--- config.mk ---
export PLATFORM = sky130hd
export DESIGN_NAME = pwm_from_cnt
export DESIGN_NICKNAME = d
export VERILOG_FILES = /design/src/rtl/pwm_from_cnt_pkg.sv /design/src/rtl/pwm_from_cnt_wrap_det.sv /design/src/rtl/pwm_from_cnt.sv
export SDC_FILE = /design/constraint.sdc
export NUM_CORES = 1
export LEC_CHECK = 0
export ABC_AREA = 1
export CAP_MARGIN = 10
export CELL_PAD_IN_SITES_DETAIL_PLACEMENT = 0
export CELL_PAD_IN_SITES_GLOBAL_PLACEMENT = 1
export CORE_ASPECT_RATIO = 2
export CORE_UTILIZATION = 30
export DETAILED_ROUTE_END_ITERATION = 8
export PLACE_DENSITY_LB_ADDON = 0.1
export SYNTH_ARGS = -nofsm -noshare
export SYNTH_HDL_FRONTEND = slang
export SYNTH_SLANG_ARGS = --single-unit
--- constraint.sdc ---
create_clock -name clk -period 1.6 [get_ports clk]
set_clock_uncertainty 0.15 [all_clocks]
set_input_delay 0.16 -clock clk [delete_from_list [all_inputs] [get_ports clk]]
set_output_delay 0.16 -clock clk [all_outputs]
set_load 0.02 [all_outputs]
--- src/rtl/pwm_from_cnt_pkg.sv ---
`default_nettype none
// ============================================================================
// Module   : pwm_from_cnt_pkg
// Purpose  : Shared sizing constants for the counter-driven PWM block and
//            other consumers of the free-running counter.
//            CNT_WIDTH - default width of the sampled counter value
//            DUTY_W    - width of a duty value (CNT_WIDTH+1, so full scale fits)
//            DUTY_MAX  - full-scale duty, 2^CNT_WIDTH counts
// Revision : 1.0 - initial release
// ============================================================================
package pwm_from_cnt_pkg;

    localparam int CNT_WIDTH = 4;
    localparam int DUTY_W    = CNT_WIDTH + 1;
    localparam int DUTY_MAX  = 1 << CNT_WIDTH;

endpackage : pwm_from_cnt_pkg
`default_nettype wire

--- src/rtl/pwm_from_cnt_wrap_det.sv ---
`default_nettype none
// ============================================================================
// Module   : cnt_wrap_det
// Purpose  : Remembers the previous counter sample and flags a period start
//            whenever the counter reads zero after a nonzero value. This covers
//            the natural roll-over and a counter reset from any value, and a
//            counter parked at zero raises the flag only once.
// Ports    : clk      - rising-edge clock
//            rst      - asynchronous active-low reset
//            cnt      - counter value sampled this cycle
//            wrap_evt - combinational period-start flag for this cycle
// Revision : 1.0 - initial release
// ============================================================================
module cnt_wrap_det
    import pwm_from_cnt_pkg::*;
#(
    parameter int WIDTH = CNT_WIDTH
) (
    input  logic             clk,
    input  logic             rst,
    input  logic [WIDTH-1:0] cnt,
    output logic             wrap_evt
);

    logic [WIDTH-1:0] cnt_q;

    always_ff @(posedge clk or negedge rst) begin
        if (!rst) begin
            cnt_q <= '0;
        end else begin
            cnt_q <= cnt;
        end
    end

    // cnt_q resets to zero, so the first zero sample after reset is not a wrap.
    assign wrap_evt = (cnt == '0) && (cnt_q != '0);

endmodule : cnt_wrap_det
`default_nettype wire

--- src/rtl/pwm_from_cnt.sv ---
`default_nettype none
// ============================================================================
// Module   : pwm_from_cnt
// Purpose  : Turns the sampled free-running counter into a registered PWM
//            output. Duty values arrive on a valid/ready port, are buffered in
//            a one-entry holding register and applied only at a counter wrap,
//            so every PWM period is glitch-free. Also emits a one-cycle wrap
//            pulse usable as a frame tick.
// Ports    : clk      - rising-edge clock (same as the counter)
//            rst      - asynchronous active-low reset
//            cnt      - counter value, sampled every clk
//            en       - output enable, gates pwm only
//            duty_in  - requested high time in counts (values above full
//                       scale are clamped to full scale)
//            duty_vld - duty_in is valid
//            duty_rdy - holding register empty, a duty value can be accepted
//            duty_cur - duty currently in force
//            pwm      - registered PWM output
//            wrap     - registered one-cycle period-start pulse
// Revision : 1.0 - initial release
// ============================================================================
module pwm_from_cnt
    import pwm_from_cnt_pkg::*;
#(
    parameter int WIDTH = CNT_WIDTH
) (
    input  logic             clk,
    input  logic             rst,
    input  logic [WIDTH-1:0] cnt,
    input  logic             en,
    input  logic [WIDTH:0]   duty_in,
    input  logic             duty_vld,
    output logic             duty_rdy,
    output logic [WIDTH:0]   duty_cur,
    output logic             pwm,
    output logic             wrap
);

    localparam int DW = WIDTH + 1;
    localparam logic [DW-1:0] DMAX = {1'b1, {WIDTH{1'b0}}};

    function automatic logic [DW-1:0] sat(input logic [DW-1:0] v);
        sat = (v > DMAX) ? DMAX : v;
    endfunction

    logic          wrap_evt;
    logic [DW-1:0] pend;
    logic          pend_vld;
    logic [DW-1:0] duty_act;
    logic [DW-1:0] duty_eff;
    logic          xfer;
    logic          apply;

    cnt_wrap_det #(
        .WIDTH    (WIDTH)
    ) u_wrap_det (
        .clk      (clk),
        .rst      (rst),
        .cnt      (cnt),
        .wrap_evt (wrap_evt)
    );

    assign duty_rdy = !pend_vld;
    assign xfer     = duty_vld && duty_rdy;
    assign apply    = wrap_evt && pend_vld;

    // A pending value takes effect in the very wrap cycle that applies it,
    // so the first count of the new period already uses the new duty.
    assign duty_eff = apply ? pend : duty_act;

    // xfer and apply are mutually exclusive (xfer needs pend empty, apply
    // needs it full), so a value loaded on a wrap cycle waits for the next.
    always_ff @(posedge clk or negedge rst) begin
        if (!rst) begin
            pend     <= '0;
            pend_vld <= 1'b0;
            duty_act <= '0;
            pwm      <= 1'b0;
            wrap     <= 1'b0;
        end else begin
            if (apply) begin
                duty_act <= pend;
                pend_vld <= 1'b0;
            end else if (xfer) begin
                pend     <= sat(duty_in);
                pend_vld <= 1'b1;
            end
            pwm  <= en && ({1'b0, cnt} < duty_eff);
            wrap <= wrap_evt;
        end
    end

    assign duty_cur = duty_act;

endmodule : pwm_from_cnt
`default_nettype wire

## Word level (Yosys, flattened, before mapping)

Index checks and enable logic that the tools add are counted.

| word-level totals | value |
|---|---|
| flip-flop bits (word level) | 17 |
| logic and storage cells | 22 |
| output and inout bits | 8 |

| operators by class | value |
|---|---|
| bitwise logic cells | 1 |
| $lt $le $gt $ge | 2 |
| reduce and logical (&&, ||, !) cells | 9 |
| mux-type cells | 4 |

Operators by type and width:

| cell | number |
|---|---|
| 5-bit two-way mux | 2 |
| 5-bit > comparator, second input constant | 1 |
| 4-bit by 5-bit < comparator with 1-bit output | 1 |
| 1-bit logical AND | 4 |
| 4-bit logical NOT | 1 |
| 4-bit nonzero test | 1 |
| 1-bit two-way mux | 2 |
| 2-bit AND reduction | 1 |
| 2-bit nonzero test | 1 |
| 1-bit logical NOT | 1 |
| 1-bit NOT | 1 |

## Longest topological paths before layout

Gate-level depths: netlist (run 1).

| depth | value |
|---|---|
| word-level depth | 6 |
| depth in mapped cells | 12 |
| gate-level depth less buffers | 12 |

## By module

From an unflattened synthesis (run 1), not the netlist that was laid out.

| second synthesis, totals | value |
|---|---|
| cells, all modules | 89 |
| area, all modules | 785.8 µm² |

By module, submodules not included:

| module | cells an instance | times used | area an instance (µm²) |
|---|---|---|---|
| pwm_from_cnt | 74 | 1 | 641.9 |
| cnt_wrap_det | 15 | 1 | 143.9 |

## Least setup slack after synthesis (run 1)

Ideal clock, no wire load.

| timing path | value |
|---|---|
| kind | reg2reg |
| start | register u_wrap_det.cnt_q[3] |
| end | register pwm |
| cell stages (with the launch flop) | 11 |
| clock period less this slack | 1662 ps |
| data arrival time | 1441 ps |
| path slack | -62 ps |
| library setup time | 71 ps |
| cell sequence | dfrtp_1 > nor2_1 > nand2_1 > nand3_4 > nand2_1 > o21ai_0 > ha_1 > a21oi_1 > nand3b_1 > nand2_1 > nor2_1 |

| on the way | value |
|---|---|
| cells in the longest elaborated chain, start to end | 6 |

Ends and longest elaborated chain:

| item | line | RTL |
|---|---|---|
| start: declaration | pwm_from_cnt_wrap_det.sv:25 | `logic [WIDTH-1:0] cnt_q;` |
| start signal: assignment | pwm_from_cnt_wrap_det.sv:31 | `cnt_q <= cnt;` |
| 4-bit nonzero test | pwm_from_cnt_wrap_det.sv:36 | `assign wrap_evt = (cnt == '0) && (cnt_q != '0);` |
| 1-bit logical AND | pwm_from_cnt_wrap_det.sv:36 |  |
| 1-bit logical AND | pwm_from_cnt.sv:65 | `assign apply = wrap_evt && pend_vld;` |
| 5-bit two-way mux | n/a |  |
| 4-bit by 5-bit < comparator with 1-bit output | pwm_from_cnt.sv:88 | `pwm <= en && ({1'b0, cnt} < duty_eff);` |
| 1-bit logical AND | pwm_from_cnt.sv:88 |  |
| end signal: assignment | pwm_from_cnt.sv:88 |  |
| end: declaration | pwm_from_cnt.sv:35 | `output logic pwm,` |

No other way between the ends.
A chain may end at the register's enable or synchronous reset.

## Worst setup path in the final report (run 1)

| timing path | value |
|---|---|
| start | register u_wrap_det.cnt_q[2] |
| end | register pwm |

Same word-level chain as after synthesis.

==> metrics.txt, run 1 <==
# TYPE chip_impl_metric gauge
chip_impl_metric{name="clock_path_buffers",unit=""} 2
chip_impl_metric{name="num_rows",unit=""} 26
chip_impl_metric{name="p_int",unit="mW"} 0.924
chip_impl_metric{name="syn-num-nets",unit=""} 105
chip_impl_metric{name="total_leakage_power",unit="nW"} 0.682
chip_impl_metric{name="synth.lib_cells_used.distinct",unit=""} 17
chip_impl_metric{name="crit_fanout",unit=""} 8
chip_impl_info{name="regToRegEndpoint",value="pwm"} 1
chip_impl_metric{name="netSwitchingPower",unit="mW"} 0.422
chip_impl_metric{name="seq_power_share",unit=""} 0.410
chip_impl_metric{name="io-pin-count",unit=""} 21
chip_impl_metric{name="syn-mean-instance-area",unit="sq um"} 9.08
chip_impl_metric{name="dp_wirelength",unit="microns"} 1490
chip_impl_info{name="mostFrequentLayoutCell",value="inv_1"} 1
chip_impl_metric{name="power-per-cell-area",unit="nW/um^2"} 1090
chip_impl_metric{name="clock.fmax",unit="MHz"} 595
chip_impl_info{name="path_class",value="reg2reg"} 1
chip_impl_info{name="min-delay-start",value="cnt[0]"} 1
chip_impl_metric{name="vdd_drop_max",unit="mV"} 0.643
chip_impl_info{name="run_status",value="finished, violations left"} 1
chip_impl_metric{name="largest_net_degree_at_the_start_of_global_routing",unit=""} 18
chip_impl_metric{name="swShare",unit=""} 0.313
chip_impl_info{name="unrepaired_setup_endpoints_after_global_routing",value="true"} 1
chip_impl_info{name="critical_path.startpoint_type",value="flop"} 1
chip_impl_metric{name="route.final.wire_length",unit="microns"} 1880
chip_impl_metric{name="clkLatencyLatePin",unit="ns"} 0.25
chip_impl_metric{name="mappedNetlistArea",unit="sq um"} 808
chip_impl_metric{name="synth_cells",unit=""} 89
chip_impl_metric{name="timing.final.ws_setup",unit="ns"} -0.0794
chip_impl_info{name="hold_path_class",value="in2reg"} 1
chip_impl_metric{name="ys_seq_elements",unit=""} 17
chip_impl_info{name="ys_dominant_reg_cell",value="dfrtp_1"} 1
chip_impl_info{name="cts_tree",value="yes"} 1
chip_impl_info{name="worst_hold_endpoint",value="u_wrap_det.cnt_q[0]"} 1
chip_impl_info{name="crit_path_end_kind",value="flop"} 1
chip_impl_metric{name="first_global_vias",unit=""} 719
chip_impl_metric{name="grt_overflow_total",unit=""} 0
chip_impl_metric{name="yosysSeqAreaShare",unit=""} 0.526
chip_impl_metric{name="finished_cell_area",unit="sq um"} 1230
chip_impl_info{name="r2r_start",value="u_wrap_det.cnt_q[2]"} 1
chip_impl_metric{name="antenna_found_initial",unit=""} 0
chip_impl_metric{name="hold_viol",unit=""} 0
chip_impl_metric{name="maxCapViolations",unit=""} 0
chip_impl_info{name="failed_checks",value="setup timing"} 1
chip_impl_metric{name="core_area",unit="sq um"} 2540
chip_impl_metric{name="insertedDiodeCount",unit=""} 0
chip_impl_metric{name="slew-limit-headroom",unit=""} 0.829
chip_impl_metric{name="detail-route-antenna-nets",unit=""} 0
chip_impl_metric{name="synth-warning-count",unit=""} 0
chip_impl_metric{name="async_reset_ff_frac",unit=""} 1.00
chip_impl_metric{name="layout-area-overhead-vs-synth",unit="%"} 52.3
chip_impl_metric{name="worstRegToRegCells",unit=""} 10
chip_impl_metric{name="fill_cells",unit=""} 256
chip_impl_metric{name="post_drt_via_cell_ratio",unit=""} 4.39
chip_impl_metric{name="required_time_of_the_critical_path",unit="ns"} 1.63
chip_impl_metric{name="combinationalPowerShare",unit=""} 0.355
chip_impl_metric{name="cts.sink_count",unit=""} 17
chip_impl_metric{name="die-height",unit="microns"} 75.4
chip_impl_metric{name="drt_pass_1_iters",unit=""} 4
chip_impl_metric{name="initial_utilization",unit=""} 0.319
chip_impl_metric{name="dr.first_iter.drc_count",unit=""} 10
chip_impl_metric{name="total_grt_usage",unit=""} 0.157
chip_impl_metric{name="worstHoldPathCells",unit=""} 2
chip_impl_metric{name="crit_arrival",unit="ns"} 1.71
chip_impl_metric{name="min_cycle_time_layout",unit="ns"} 1.68
chip_impl_metric{name="clkPwrFrac",unit=""} 0.235
chip_impl_metric{name="drc_errors",unit=""} 0
chip_impl_metric{name="first_pass_grt_wire_length",unit="microns"} 3110
chip_impl_metric{name="design.die.area",unit="sq um"} 2920
chip_impl_info{name="clock-root-buffer",value="clkbuf_8"} 1
chip_impl_metric{name="numCtsBuffers",unit=""} 3
chip_impl_metric{name="via_count",unit=""} 689
chip_impl_metric{name="h-tree-depth",unit=""} 1
chip_impl_metric{name="synth_edf_count",unit=""} 0
chip_impl_metric{name="worst_setup_hold_path_clk_slew",unit="ns"} 0.07
chip_impl_metric{name="net_count_final",unit=""} 146
chip_impl_metric{name="max_slew.worst_pin.slew",unit="ns"} 0.254
chip_impl_metric{name="fp.dieW",unit="microns"} 38.7
chip_impl_metric{name="routabilityCongestion",unit=""} 0.753
chip_impl_metric{name="post_dp_area",unit="sq um"} 1150
chip_impl_metric{name="finalMaxSlewViolations",unit=""} 0
chip_impl_metric{name="end_of_flow_core_utilization",unit=""} 0.485
chip_impl_metric{name="timing.reg2reg.setup_slack",unit="ns"} -0.08
chip_impl_info{name="most-common-layout-cells",value="inv_1 (20), dfrtp_1 (17), buf_4 (16), clkdlybuf4s50_1 (15), nand2_1 (12)"} 1
chip_impl_metric{name="layout-drive-gt1-share",unit=""} 0.271
chip_impl_metric{name="dr_wl_cell",unit="microns"} 11.9
chip_impl_metric{name="min_period_over_period",unit=""} 1.05
chip_impl_metric{name="setup_viol",unit=""} 1
chip_impl_metric{name="port_buffers",unit=""} 20
cell usage after synthesis (2+ instances only):
| library cell | instances | area (sq um) |
|---|---|---|
| inv_1 | 22 | 82.6 |
| dfrtp_1 | 17 | 425 |
| nand2_1 | 14 | 52.6 |
| nor2_1 | 7 | 26.3 |
| o21ai_0 | 7 | 35.0 |
| nand2_2 | 5 | 31.3 |
| ha_1 | 3 | 37.5 |
| nand4_1 | 3 | 18.8 |
| a21oi_1 | 2 | 10.0 |
| nand3_1 | 2 | 10.0 |
repair_timing:
action,4_1_cts,5_1_grt
setup endpoints to repair,2,1
pin swaps,1,7
hold endpoints to repair,0,0
hold buffers,0,0
buffers inserted,0,2
gates resized for setup,4,8
cloned,0,0
per-stage QoR:
step                      setup TNS (ns)  worst slack, ns  instances  hold slack (ns)  total power [mW]
after floorplan                 -0.00445         -0.00445         89           -0.286             0.774
after global placement            -0.734           -0.479        151            0.322              1.01
after detailed placement          -0.707           -0.479        151            0.321              1.02
after CTS                         -0.164           -0.164        155           0.0853              1.35
after global routing              -0.209           -0.209        157           0.0207              1.44
final                            -0.0794          -0.0794        157          0.00776              1.35
worst max path at each step:
stage,from,endpoint,cells past startpoint
after detailed placement,cnt[2],pwm,12
after floorplan,u_wrap_det.cnt_q[3],pwm,10
final,u_wrap_det.cnt_q[2],pwm,10
after global routing,u_wrap_det.cnt_q[2],pwm,10
after global placement,cnt[0],pwm,12
after CTS,cnt[0],pwm,13
metal layers:
| layer | track usage | share of wire | vias to the layer above |
|---|---|---|---|
| met1 | 0.155 | 0.34 | 311 |
| met2 | 0.291 | 0.58 | 18 |
| met4 | 0.0958 | 0.043 | 0 |
| met3 | 0.0175 | 0.029 | 8 |
| met5 | 0 | 0 | - |
| li1 | - | - | 352 |
area by class of cell:
cell class,count,area [sq um],share of cell area
sequential,17,425,0.346
timing repair buffer,36,329,0.267
multi-input combinational,50,314,0.255
inverter,22,82.6,0.0671
clock buffer,4,45.0,0.0366
tap,28,35.0,0.0285
power groups by stage:
stage / registers [mW] / clock network (mW) / logic, mW
2_1_floorplan: 0.606 / 0 / 0.169
3_3_place_gp: 0.554 / 0 / 0.457
3_5_place_dp: 0.556 / 0 / 0.461
4_1_cts: 0.551 / 0.326 / 0.471
5_1_grt: 0.560 / 0.342 / 0.535
6_report: 0.552 / 0.316 / 0.478
critical path, stage by stage (launching register included):
cell and delay, ns:
dfrtp_1 0.37, nor2_2 0.12, nand2_2 0.08, nand3_4 0.10
nand2_2 0.07, o21ai_2 0.07, ha_1 0.27, a21oi_1 0.14
nand3b_1 0.12, nand2_1 0.05, nor2_1 0.07
registers in the layout (all words and copies together), names as in the netlist:
register / flops
u_wrap_det.cnt_q: 4
duty_cur: 5
pwm: 1
pend: 5
wrap: 1
pend_vld: 1
kinds of logic after synthesis:
group           after synthesis  share of synthesized area
buf+inv                      22                      0.102
flops                        17                      0.526
compound gates               10                     0.0666
simple gates                 37                      0.259
fa+ha+maj                     3                     0.0464
No activity file was read; power rests on OpenSTA's default activity.
==> run 2, diff against run 1 <==
--- a/config.mk
+++ b/config.mk
@@ -12,6 +12,7 @@
 export CORE_ASPECT_RATIO = 2
 export CORE_UTILIZATION = 30
 export DETAILED_ROUTE_END_ITERATION = 8
+export HOLD_SLACK_MARGIN = 0.1
 export PLACE_DENSITY_LB_ADDON = 0.1
 export SYNTH_ARGS = -nofsm -noshare
 export SYNTH_HDL_FRONTEND = slang
==> run 2 against run 1 <==
The run still ends with setup timing left. Sequential power about the same. Via count up 2.8%. Combinational power up 2%. Routed wire length up 2.3%. Hold slack better by 0.33 ns. Critical endpoint unchanged. Largest power group unchanged.
==> metrics.txt, run 2 (synthesis gave the netlist of run 1 again) <==
# TYPE chip_impl_metric gauge
chip_impl_info{name="run_status",value="finished, violations left"} 1
chip_impl_info{name="failed_checks",value="setup timing"} 1
chip_impl_metric{name="required_time_of_the_critical_path",unit="ns"} 1.63
chip_impl_metric{name="timing.final.ws_setup",unit="ns"} -0.0796
chip_impl_metric{name="layoutNonFillerInstCount",unit=""} 162
chip_impl_metric{name="clock.fmax",unit="MHz"} 595
chip_impl_metric{name="antenna_found_initial",unit=""} 0
chip_impl_metric{name="finished_cell_area",unit="sq um"} 1280
chip_impl_metric{name="dp_wirelength",unit="microns"} 1490
chip_impl_metric{name="worst_setup_hold_path_clk_slew",unit="ns"} 0.06
chip_impl_metric{name="clock_path_buffers",unit=""} 2
chip_impl_metric{name="slew-limit-headroom",unit=""} 0.829
chip_impl_info{name="cp-startpoint",value="u_wrap_det.cnt_q[2]"} 1
chip_impl_metric{name="clkLatencyLatePin",unit="ns"} 0.25
chip_impl_metric{name="die-height",unit="microns"} 75.4
chip_impl_metric{name="route.final.wire_length",unit="microns"} 1920
chip_impl_metric{name="p_int",unit="mW"} 0.932
chip_impl_metric{name="worstHoldPathCells",unit=""} 7
chip_impl_metric{name="vdd_drop_max",unit="mV"} 0.645
chip_impl_metric{name="core_area",unit="sq um"} 2540
chip_impl_metric{name="hold_viol",unit=""} 0
chip_impl_metric{name="port_buffers",unit=""} 20
chip_impl_metric{name="first_pass_grt_wire_length",unit="microns"} 3110
chip_impl_metric{name="power-per-cell-area",unit="nW/um^2"} 1060
chip_impl_info{name="clock-root-buffer",value="clkbuf_8"} 1
chip_impl_metric{name="fp.dieW",unit="microns"} 38.7
chip_impl_info{name="path_class",value="reg2reg"} 1
chip_impl_metric{name="swShare",unit=""} 0.312
chip_impl_metric{name="netSwitchingPower",unit="mW"} 0.422
chip_impl_metric{name="post-place-ws",unit="ns"} -0.479
chip_impl_metric{name="layout-drive-gt1-share",unit=""} 0.261
chip_impl_metric{name="layout-area-overhead-vs-synth",unit="%"} 58.5
chip_impl_metric{name="totalNegativeSetupSlack",unit="ns"} -0.0796
chip_impl_info{name="crit_path_end_kind",value="flop"} 1
chip_impl_metric{name="setup_viol",unit=""} 1
chip_impl_metric{name="max_slew.worst_pin.slew",unit="ns"} 0.254
chip_impl_metric{name="min_cycle_time_layout",unit="ns"} 1.68
chip_impl_metric{name="design.die.area",unit="sq um"} 2920
chip_impl_metric{name="seq_power_share",unit=""} 0.408
chip_impl_metric{name="finalMaxSlewViolations",unit=""} 0
chip_impl_info{name="hold_path_class",value="in2reg"} 1
chip_impl_info{name="most-common-layout-cells",value="inv_1 (20), dfrtp_1 (17), buf_4 (16), clkdlybuf4s50_1 (15), nand2_1 (12)"} 1
chip_impl_info{name="unrepaired_setup_endpoints_after_global_routing",value="true"} 1
chip_impl_metric{name="total_grt_usage",unit=""} 0.157
chip_impl_metric{name="insertedDiodeCount",unit=""} 0
chip_impl_info{name="r2r_start",value="u_wrap_det.cnt_q[2]"} 1
chip_impl_metric{name="initial_utilization",unit=""} 0.319
chip_impl_metric{name="detail-route-antenna-nets",unit=""} 0
chip_impl_metric{name="drt_pass_1_iters",unit=""} 4
chip_impl_metric{name="drc_errors",unit=""} 0
chip_impl_info{name="cts_tree",value="yes"} 1
chip_impl_metric{name="via_count",unit=""} 708
chip_impl_metric{name="post_drt_via_cell_ratio",unit=""} 4.37
chip_impl_metric{name="clkPwrFrac",unit=""} 0.232
chip_impl_metric{name="min_period_over_period",unit=""} 1.05
chip_impl_info{name="critical_path.startpoint_type",value="flop"} 1
chip_impl_info{name="min-delay-start",value="cnt[3]"} 1
chip_impl_metric{name="routabilityCongestion",unit=""} 0.753
chip_impl_metric{name="num_rows",unit=""} 26
chip_impl_metric{name="crit_fanout",unit=""} 8
chip_impl_metric{name="total_leakage_power",unit="nW"} 0.703
chip_impl_metric{name="largest_net_degree_at_the_start_of_global_routing",unit=""} 18
chip_impl_metric{name="cts.sink_count",unit=""} 17
chip_impl_metric{name="grt_overflow_total",unit=""} 0
chip_impl_metric{name="dr.first_iter.drc_count",unit=""} 9
chip_impl_metric{name="maxCapViolations",unit=""} 0
chip_impl_metric{name="net_count_final",unit=""} 151
chip_impl_metric{name="first_global_vias",unit=""} 719
chip_impl_metric{name="io-pin-count",unit=""} 21
chip_impl_metric{name="h-tree-depth",unit=""} 1
chip_impl_metric{name="placed_cells_incl_taps",unit=""} 151
chip_impl_metric{name="numCtsBuffers",unit=""} 3
chip_impl_metric{name="dr_wl_cell",unit="microns"} 11.8
chip_impl_info{name="mostFrequentLayoutCell",value="inv_1"} 1
chip_impl_metric{name="post_dp_area",unit="sq um"} 1150
chip_impl_metric{name="power.total",unit="mW"} 1.35
chip_impl_metric{name="crit_arrival",unit="ns"} 1.71
chip_impl_metric{name="combinationalPowerShare",unit=""} 0.360
chip_impl_metric{name="worstRegToRegCells",unit=""} 10
==> run 2: cell types whose count changed in the layout (fill, tap and decap cells not counted), sizes merged <==
cell,before,now
dlygate4sd3,0,5
==> run 2: area by class of cell <==
| class | count | area [sq um] |
|---|---|---|
| clock buffers | 4 | 45.0 |
| fillers | 257 | 1260 |
| inverters | 22 | 82.6 |
| multi-input cells | 50 | 314 |
| flip-flops and latches | 17 | 425 |
| well taps | 28 | 35.0 |
| repair buffers | 41 | 379 |
==> run 2: what timing repair did <==
action                                 CTS  global route
pin swaps                                1             7
setup buffers                            0             2
setup endpoints to repair                2             1
hold buffers                             1             4
resized for setup                        4             8
endpoints found under the hold margin   17             4
==> run 2: worst max-delay path: stages, from the launching register on <==
cell      delay, ns
dfrtp_1        0.37
nor2_2         0.12
nand2_2        0.08
nand3_4        0.10
nand2_2        0.07
o21ai_2        0.07
ha_1           0.27
a21oi_1        0.14
nand3b_1       0.12
nand2_1        0.05
nor2_1         0.07
==> run 2: per-stage QoR <==
| step | util | hold WS [ns] |
|---|---|---|
| 3_3_place_gp | 0.454 | 0.322 |
| 6_report | 0.505 | 0.339 |
| 2_1_floorplan | - | -0.286 |
| 5_1_grt | 0.505 | 0.393 |
| 4_1_cts | 0.477 | 0.343 |
| 3_5_place_dp | 0.454 | 0.321 |
==> run 2: worst paths after layout <==
path                                       end  slack [ns]
min                                   pend_vld        0.34
max reg2reg                                pwm       -0.08
max                                        pwm       -0.08
min reg2reg                            pend[1]        0.34
max in group asynchronous  u_wrap_det.cnt_q[2]        0.47
min in group asynchronous                 wrap        0.63
==> run 2: layer usage <==
metal / track usage / routed length, microns / vias to the layer above
met2: 0.291 / 1130 / 18
met1: 0.155 / 656 / 320
met3: 0.0175 / 49 / 8
li1: - / - / 362
met5: 0 / 0 / -
met4: 0.0958 / 81 / 0
==> run 2: power groups by stage <==
stage               combinational [mW]  clock (mW)  sequential, mW
global placement                 0.457           0           0.554
CTS                              0.473       0.326           0.551
detailed placement               0.461           0           0.556
finish                           0.487       0.315           0.552
floorplan                        0.169           0           0.606
global route                     0.545       0.342           0.560
